===== config.mk =====
export PLATFORM = sky130hd
export DESIGN_NAME = mul_ctrl
export DESIGN_NICKNAME = d
export VERILOG_FILES = /design/src/rtl/mul_ctrl.sv
export SDC_FILE = /design/constraint.sdc
export NUM_CORES = 1
export LEC_CHECK = 0
export BUFFER_PORTS_ARGS = -buffer_cell sky130_fd_sc_hd__clkbuf_2
export CORE_AREA = 8 8 169 235
export DETAILED_ROUTE_END_ITERATION = 6
export DIE_AREA = 0 0 177 243
export HOLD_SLACK_MARGIN = 0.12
export SYNTH_ARGS = -nofsm -noshare
export SYNTH_HDL_FRONTEND = slang
export SYNTH_SLANG_ARGS = --single-unit

===== constraint.sdc =====
create_clock -name clk_i -period 3.94 [get_ports clk_i]
set_input_delay 1.182 -clock clk_i [delete_from_list [all_inputs] [get_ports clk_i]]
set_output_delay 1.182 -clock clk_i [all_outputs]
set_load 0.1 [all_outputs]

===== src/rtl/mul_ctrl.sv =====
// EXE-stage sequencer for RV32M MUL/MULH/MULHSU/MULHU in front of an unsigned
// shift-add multiplier, with a one-entry operand/product cache.
module mul_ctrl #(
  parameter int DATA_WIDTH = 32
) (
  input  logic                      clk_i,
  input  logic                      rst_i,
  input  logic                      op_valid_i,
  input  logic [1:0]                op_i,
  input  logic [DATA_WIDTH-1:0]     rs1_i,
  input  logic [DATA_WIDTH-1:0]     rs2_i,
  input  logic                      flush_i,
  output logic                      stall_o,
  output logic                      result_valid_o,
  output logic [DATA_WIDTH-1:0]     result_o,
  output logic                      mul_req_o,
  output logic [DATA_WIDTH-1:0]     mul_a_o,
  output logic [DATA_WIDTH-1:0]     mul_b_o,
  input  logic                      mul_ready_i,
  input  logic [2*DATA_WIDTH-1:0]   mul_result_i
);

  localparam int W = DATA_WIDTH;
  localparam logic [1:0] OP_MUL    = 2'b00;
  localparam logic [1:0] OP_MULH   = 2'b01;
  localparam logic [1:0] OP_MULHSU = 2'b10;

  // Handshake: mul_req_o is a level held from issue until mul_ready_i (or an
  // abort); mul_ready_i is a one-cycle pulse honoured only in WAIT. The
  // pipeline side holds op_valid_i/operands until result_valid_o pulses.
  typedef enum logic [1:0] {
    IDLE = 2'b00,
    WAIT = 2'b01,
    DONE = 2'b10
  } state_t;

  state_t state;

  logic             a_signed;
  logic             b_signed;
  logic             a_neg;
  logic             b_neg;
  logic [W-1:0]     mag_a;
  logic [W-1:0]     mag_b;
  logic             hit;
  logic             accept;
  logic [2*W-1:0]   prod_signed;
  logic [W-1:0]     hit_word;
  logic [W-1:0]     new_word;

  logic             neg_q;
  logic [1:0]       op_q;
  logic [W-1:0]     rs1_q;
  logic [W-1:0]     rs2_q;
  logic             a_signed_q;
  logic             b_signed_q;

  logic             cache_valid;
  logic [W-1:0]     cache_rs1;
  logic [W-1:0]     cache_rs2;
  logic             cache_a_signed;
  logic             cache_b_signed;
  logic [2*W-1:0]   cache_p;

  always_comb begin
    a_signed = (op_i == OP_MULH) || (op_i == OP_MULHSU);
    b_signed = (op_i == OP_MULH);
    a_neg    = a_signed & rs1_i[W-1];
    b_neg    = b_signed & rs2_i[W-1];
    // The most negative value maps onto itself, which is still the right
    // unsigned magnitude.
    mag_a    = a_neg ? (-rs1_i) : rs1_i;
    mag_b    = b_neg ? (-rs2_i) : rs2_i;
  end

  // The low word of a product does not depend on operand signedness, so MUL
  // may reuse an entry produced by any of the high-word ops.
  always_comb begin
    hit = cache_valid
          && (rs1_i == cache_rs1)
          && (rs2_i == cache_rs2)
          && ((op_i == OP_MUL)
              || ((a_signed == cache_a_signed) && (b_signed == cache_b_signed)));
  end

  always_comb begin
    accept      = op_valid_i & ~flush_i & ~result_valid_o;
    prod_signed = neg_q ? (-mul_result_i) : mul_result_i;
    hit_word    = (op_i == OP_MUL) ? cache_p[W-1:0] : cache_p[2*W-1:W];
    new_word    = (op_q == OP_MUL) ? prod_signed[W-1:0] : prod_signed[2*W-1:W];
  end

  // Reset is folded in so the hold drops immediately on an asynchronous reset.
  assign stall_o = rst_i & op_valid_i & ~result_valid_o & ~flush_i;

  always_ff @(posedge clk_i or negedge rst_i) begin
    if (!rst_i) begin
      state          <= IDLE;
      result_valid_o <= 1'b0;
      result_o       <= '0;
      mul_req_o      <= 1'b0;
      mul_a_o        <= '0;
      mul_b_o        <= '0;
      neg_q          <= 1'b0;
      op_q           <= 2'b00;
      rs1_q          <= '0;
      rs2_q          <= '0;
      a_signed_q     <= 1'b0;
      b_signed_q     <= 1'b0;
      cache_valid    <= 1'b0;
      cache_rs1      <= '0;
      cache_rs2      <= '0;
      cache_a_signed <= 1'b0;
      cache_b_signed <= 1'b0;
      cache_p        <= '0;
    end else begin
      result_valid_o <= 1'b0;
      case (state)
        IDLE: begin
          if (accept) begin
            if (hit) begin
              result_o       <= hit_word;
              result_valid_o <= 1'b1;
              state          <= DONE;
            end else begin
              mul_a_o    <= mag_a;
              mul_b_o    <= mag_b;
              neg_q      <= a_neg ^ b_neg;
              op_q       <= op_i;
              rs1_q      <= rs1_i;
              rs2_q      <= rs2_i;
              a_signed_q <= a_signed;
              b_signed_q <= b_signed;
              mul_req_o  <= 1'b1;
              state      <= WAIT;
            end
          end
        end
        WAIT: begin
          // Dropping req aborts the multiplier; a coincident ready is lost.
          if (flush_i) begin
            mul_req_o <= 1'b0;
            state     <= IDLE;
          end else if (mul_ready_i) begin
            cache_valid    <= 1'b1;
            cache_rs1      <= rs1_q;
            cache_rs2      <= rs2_q;
            cache_a_signed <= a_signed_q;
            cache_b_signed <= b_signed_q;
            cache_p        <= prod_signed;
            result_o       <= new_word;
            result_valid_o <= 1'b1;
            mul_req_o      <= 1'b0;
            state          <= DONE;
          end
        end
        DONE: begin
          state <= IDLE;
        end
        default: begin
          state <= IDLE;
        end
      endcase
    end
  end

endmodule


==> run metrics, run 1 <==
outcome=completed; dpl cell area=~19000 um^2; setup TNS=0 ns; initial DRC count=~900; Worst-Skew Late Latency=0.53 ns; CTS HTree Levels=2; drt pass-1 iters=7; CP endpoint kind=register; WP data arrival=3.97 ns; Setup violations, final=0; fin cells=around 2500; Post-Synthesis Cell Area=between 15000 and 20000 um^2; post-CTS sizing=0; crit path max fanout=5; RSZ-0062 raised after global routing=no; CTS Buf Count=34; Lkg Pwr=9.18 nW; yosys warns=0; top_reg_cell synth=dfrtp_1; PD cells=roughly 670 nW/um^2; Post-CTS Setup Repair Bufs=0; vias per cell=5.45; Starting Density=around 44%; Synth cell types=80; EDFF count, synth=0; worst reg2reg startpoint=cache_rs1[14]; Fillers=roughly 3400; Synth-to-Final Area Change=22.7%; Clock Tree Buf Depth=3; antenna viol nets, final=0; WL/cell=20.0 um; FFs w/ async S/R, synth=100%; nets=between 2000 and 2500; CTS clock-pin slew for the worst setup and hold paths=0.06 ns; Final period util=slightly above 90%; Die ar.=approximately 43000 um^2; Syn Inst Count=1745; endpoints failing hold=0; DP HPWL=between 30 and 40 mm; # hold bufs at CTS=0; relative slew slack=38.3%; Clock Skew=approximately 0.021 ns; Tot GR Track Use=23.5%; post-route cell area=around 20000 um^2; CTS root buf=clkbuf_16; final wirelength=about 51 mm; IO Count=about 230; crit path kind=primary input to register; Seq/Total Area, Yosys=between 40% and 50%; layout cell share with drive strength beyond 1=26.6%; hold_ws=~0.45 ns; I/O Buffers=around 230; die height=about 240 um; Synth Register Bits=roughly 300; Critical Path RT=~4.3 ns; first-pass GRT wire length=roughly 80 mm; row cnt=83; MaxCap Viol Count=0; vias=roughly 14000; gpl congestion=around 0.94; CTS tree=done; CP Launch Point=mul_result_i[34]; fmax=between 0.2 and 0.3 GHz; Max IR drop VDD=~0.57 mV; Hold Startpoint=rs1_q[28]; post-layout min period=3.56 ns; max-slew violations=0; clk sinks=298; core area=about 36000 um^2; grt total ovfl=0; Synth Net Count=between 1500 and 2000; Ant. Diodes=0; crit start category=primary input; Worst Hold Class=register to register; initial antenna violation count=0; DR DRC count=0; pin count of the biggest net entering global routing=between 100 and 150; measured slew at the worst slew-check pin=between 0.9 and 1 ns; Inst Count DP=between 2000 and 2500; chip width=between 150 and 200 um; vias in the first global route=14314; syn_area_per_cell=9.23 um^2
## worst paths after layout
path / cells past startpoint / slack, ns / to
worst max-delay path: 10 / 0.38 / result_o[11]
worst min-delay path: 2 / 0.45 / cache_rs1[28]
worst max register to register: 8 / 0.93 / rs1_q[26]
worst min register to register: 2 / 0.45 / cache_rs1[28]
max in group asynchronous: 3 / 1.81 / result_valid_o
min in group asynchronous: 2 / 0.78 / rs1_q[31]
## stage by stage
step / power [mW] / util, % / setup WS (ns)
floorplan: 8.63 / - / 0.151
global placement: 9.98 / 51.4 / -0.0787
detailed placement: 10.1 / 51.4 / -0.121
CTS: 13.4 / 54.5 / 0.438
global route: 13.9 / 54.5 / 0.309
finish: 13.2 / 54.5 / 0.375
## layout by cell type, fill, tap and decap left out, types with 7 or more instances in the layout
cell | netlist | layout
nand2_1 | 387 | 387
dfrtp_1 | 298 | 297
clkbuf_2 | 0 | 231
o21ai_0 | 174 | 174
buf_4 | 3 | 141
xnor2_1 | 105 | 105
mux2_2 | 83 | 83
nor2_1 | 70 | 69
xor2_1 | 65 | 65
a21oi_1 | 53 | 53
mux2i_1 | 37 | 37
clkbuf_16 | 0 | 35
inv_1 | 34 | 34
nor3_1 | 32 | 32
nand2b_1 | 27 | 27
nor4_1 | 24 | 24
or4_1 | 20 | 20
nand3_1 | 18 | 18
or3_1 | 17 | 17
o31ai_1 | 17 | 17
nand4_1 | 16 | 16
o41ai_1 | 12 | 12
a31oi_1 | 11 | 11
nor2b_1 | 10 | 9
clkbuf_1 | 84 | 9
or4_4 | 7 | 7
o221ai_1 | 7 | 7
buf_12 | 0 | 7
## cell families (layout without fill, tap and decap cells)
kind of cell,Yosys count,in the layout,share of synthesized area [%]
simple gates,669,669,19.5
compound gates,335,335,12.7
flops,298,298,46.3
xor+xnor,170,170,9.24
buf+inv,146,474,3.63
mux,122,122,8.26
fa+ha+maj,5,5,0.388
## report_power, final
part           switching [mW]  total (mW)  internal (mW)
clock                    1.30        3.24           1.93
sequential              0.554        4.58           4.02
combinational            3.98        5.41           1.43
## final cells by class
cell class	count	area, um^2	share of cell area, %
timing repair buffer	380	2370	12.0
inverter	34	128	0.646
clock buffer	49	978	4.95
sequential	298	7460	37.7
tap	467	584	2.96
clock inverter	11	155	0.785
multi-input combinational	1301	8090	40.9
## cell usage after synthesis, types with 3 or more instances
| cell type | n | area share, % |
|---|---|---|
| a211oi_1 | 4 | 0.19 |
| a21oi_1 | 53 | 1.6 |
| a31oi_1 | 11 | 0.43 |
| and2_1 | 3 | 0.12 |
| and3_1 | 4 | 0.16 |
| buf_1 | 10 | 0.23 |
| buf_2 | 14 | 0.43 |
| buf_4 | 3 | 0.14 |
| clkbuf_1 | 84 | 2.0 |
| dfrtp_1 | 298 | 46 |
| ha_1 | 5 | 0.39 |
| inv_1 | 34 | 0.79 |
| mux2_2 | 83 | 5.8 |
| mux2i_1 | 37 | 2.3 |
| nand2_1 | 387 | 9.0 |
| nand2b_1 | 27 | 1.0 |
| nand3_1 | 18 | 0.56 |
| nand3b_1 | 3 | 0.14 |
| nand4_1 | 16 | 0.62 |
| nand4b_1 | 4 | 0.22 |
| nor2_1 | 70 | 1.6 |
| nor2b_1 | 10 | 0.39 |
| nor3_1 | 32 | 0.99 |
| nor4_1 | 24 | 0.93 |
| nor4_2 | 3 | 0.23 |
| nor4b_1 | 4 | 0.22 |
| o2111ai_1 | 3 | 0.16 |
| o21ai_0 | 174 | 5.4 |
| o21ai_1 | 6 | 0.19 |
| o221ai_1 | 7 | 0.38 |
| o22a_1 | 5 | 0.27 |
| o22ai_1 | 4 | 0.16 |
| o31ai_1 | 17 | 0.79 |
| o41ai_1 | 12 | 0.65 |
| o41ai_2 | 5 | 0.50 |
| or2_2 | 6 | 0.23 |
| or3_1 | 17 | 0.66 |
| or4_1 | 20 | 0.93 |
| or4_4 | 7 | 0.49 |
| xnor2_1 | 105 | 5.7 |
| xor2_1 | 65 | 3.5 |
## critical path, stage by stage
cell and delay, ns:
clkbuf_2 0.09, or4_4 0.53, or2_4 0.28, or4_1 0.57, buf_4 0.19, o21ai_0 0.37
buf_4 0.19, xnor2_1 0.17, o21ai_0 0.11, mux2_2 0.28
## state kept, by name (all words and copies together), names as in the netlist, 2 cells and up
name       cells
cache_p       64
cache_rs1     32
cache_rs2     32
mul_a_o       32
mul_b_o       32
op_q           2
result_o      32
rs1_q         31
rs2_q         31
state          2
## metal layers
layer	GRT usage [%]	up-vias	wire [um]	part of all wire, %
met3	3.76	98	2710	5.3
met4	9.54	0	1940	3.8
met5	0	-	0	0
met2	41.6	415	26200	51
met1	27.6	6705	20000	39
li1	-	6629	-	-
Note: power is estimated with default switching activity, not from simulation.
==> run 2: changes to the inputs <==
--- a/config.mk
+++ b/config.mk
@@ -10,6 +10,7 @@
 export DETAILED_ROUTE_END_ITERATION = 6
 export DIE_AREA = 0 0 177 243
 export HOLD_SLACK_MARGIN = 0.12
+export SETUP_SLACK_MARGIN = 0.5
 export SYNTH_ARGS = -nofsm -noshare
 export SYNTH_HDL_FRONTEND = slang
 export SYNTH_SLANG_ARGS = --single-unit
==> run 2 against run 1 <==
  * Fmax grew 3.4%
  * Hold slack gained 0.012 ns
  * Largest power group unchanged
  * Worst setup slack gained 0.12 ns
  * Combinational power grew 0.9%
  * Via count shrank 0.56%
  * Wire length grew 2.7%
  * Critical endpoint is now result_o[4]
  * Highest routed layer unchanged
  * Global-route usage grew 0.54 points
  * Clock skew is essentially flat
  * Flip-flop and latch count is the same
==> run metrics, run 2 (synthesized netlist as in run 1, its figures left out) <==
Reg2Reg Depth=7 (-1); clk sinks=298 (unchanged); # hold bufs at CTS=0 (unchanged); CP Launch Point=mul_result_i[7]; endpoints failing hold=0 (unchanged); WP data arrival=3.84 ns (-0.13 ns); CP endpoint kind=register; MaxCap Viol Count=0 (unchanged); Clock Skew=0.0210 ns (+0.0000521 ns); Clock Tree Buf Depth=3 (unchanged); Fillers=3369 (+0.089%); busiest grt layer=met2; met1 Usage GRT=27.8% (+0.24 points); CP Depth=8 (-2); M3 GR Usage=3.59% (-0.17 points); Worst-Skew Late Latency=0.53 ns (about the same); max-slew violations=0 (unchanged); Worst R2R End=result_o[23]; nets=2187 (-0.091%); Lkg Pwr=9.37 nW (+2.1%); crit path kind=primary input to register; most frequent cells in the layout=nand2_1, dfrtp_1, clkbuf_2; initial antenna violation count=0 (unchanged); CP top delay family=simple AND/OR/NAND/NOR gates; CP Cell Sequence=buf_6 > or4_4 > or4_4 > or3_4 > or4_1 > mux2i_1 > nor4_1 > a211oi_2; Final period util=87.5% (-3.0 points); Synth-to-Final Area Change=24.6%; Setup violations, final=0 (unchanged); M2 GR Usage=43.7% (+2.2 points); initial DRC count=947 (+6.2%); CTS HTree Levels=2 (unchanged); crit start category=primary input; vias=13770 (-0.56%); Die ar.=43000 um^2 (unchanged); Setup crit end=result_o[4]; Top reg by flops=cache_p; CTS clock-pin slew for the worst setup and hold paths=0.06 ns (about the same); multi-input logic area=8310 um^2 (+2.7%); Worst Hold Class=register to register; CTS tree=done; FF/Latch Area=7460 um^2 (unchanged); max reg flops=64 (unchanged); pin count of the biggest net entering global routing=132 (-9.6%); vias per cell=5.42 (-0.52%); crit path max fanout=5 (unchanged); relative slew slack=37.8% (-0.52 points); I/O Buffers=233 (unchanged); Pwr Total=13.5 mW (+1.7%); CTS root buf=clkbuf_16; RSZ-0062 raised after global routing=yes; r2r setup slk=1.13 ns (+0.20 ns); post-route cell area=20100 um^2 (+1.6%); layout cell share with drive strength beyond 1=27.5% (+0.83 points); Crit path top cell by count=or4_4; IO Count=234 (unchanged); core area=36200 um^2 (unchanged); Critical Path RT=4.34 ns (about the same); DR DRC count=0 (unchanged); Ant. Diodes=0 (unchanged); post-layout min period=3.45 ns (-0.117 ns); worst stage delay on the critical path=0.59 ns (+0.02 ns); drt pass-1 iters=4 (-3); measured slew at the worst slew-check pin=0.931 ns (+0.00547 ns); final wirelength=52.3 mm (+2.7%); PD cells=670 nW/um^2 (+0.16%); row cnt=83 (unchanged); Starting Density=44.5% (unchanged); Tot GR Track Use=24.0% (+0.54 points); leading cell type in the layout, fill and taps excluded=nand2_1; worst reg2reg startpoint=state[1]; vias in the first global route=14365 (+0.36%); WL/cell=20.6 um (+2.7%); CP max-delay cell=or4_4; CTS Buf Count=34 (unchanged); DP HPWL=38.9 mm (+2.6%); setup TNS=0 ns (unchanged); die height=243 um (unchanged); grt total ovfl=0 (unchanged); Max IR drop VDD=0.493 mV (-14%); first-pass GRT wire length=81.5 mm (+1.6%); gpl congestion=0.993 (+5.6%); fmax=0.290 GHz (+3.4%); antenna viol nets, final=0 (unchanged); chip width=177 um (unchanged); dpl cell area=18800 um^2 (+0.93%); Worst Path Buf+Inv=1 (-2); outcome=completed
run 2: what timing repair did:
item | 4_1_cts | 5_1_grt
gates resized for setup | 1 | 14
setup endpoints to repair | 1 | 11
pin swaps | 0 | 14
setup buffers | 0 | 1
run 2: cell type report:
cell class,count,share of cell area (%)
Multi-Input combinational cell,1301,41.4
Timing Repair Buffer,378,12.0
Clock inverter,13,1.07
Sequential cell,298,37.1
Clock buffer,48,4.85
Inverter,34,0.636
Tap cell,467,2.91
run 2: how the worst min path moves through the flow:
stage / from / to / cells past startpoint
floorplan: a_signed_q / cache_a_signed / 2
global placement: rs1_q[19] / cache_rs1[19] / 2
detailed placement: rs2_q[5] / cache_rs2[5] / 2
CTS: rs2_q[3] / cache_rs2[3] / 2
global route: rs1_q[25] / cache_rs1[25] / 2
finish: rs2_q[6] / cache_rs2[6] / 2
run 2: metal layers:
| metal | share of wire (%) | up-vias |
|---|---|---|
| met4 | 3.5 | 0 |
| met1 | 39 | 6691 |
| met5 | 0 | - |
| met3 | 4.5 | 93 |
| met2 | 53 | 368 |
| li1 | - | 6618 |
run 2: report_power, final:
group	internal, mW	switching [mW]	leakage, nW
clock	2.07	1.33	0.581
sequential	4.02	0.575	3.69
combinational	1.47	3.99	5.10
total	7.56	5.89	9.37
run 2: tightest hold or removal path: cells and delay by family, from the launching register on:
family           cells  cell delay (ns)
flip-flops           1             0.34
AND/OR/NAND/NOR      2             0.10
run 2: per-stage QoR:
stage	hold WS, ns	instances	utilization (%)	setup WS (ns)
after CTS	0.464	2538	55.2	0.509
after detailed placement	0.448	2477	51.9	-0.0394
after global routing	0.477	2539	55.4	0.486
final	0.463	2539	55.4	0.492
after global placement	0.439	2477	51.9	-0.0107
after floorplan	0.433	1745	-	0.227
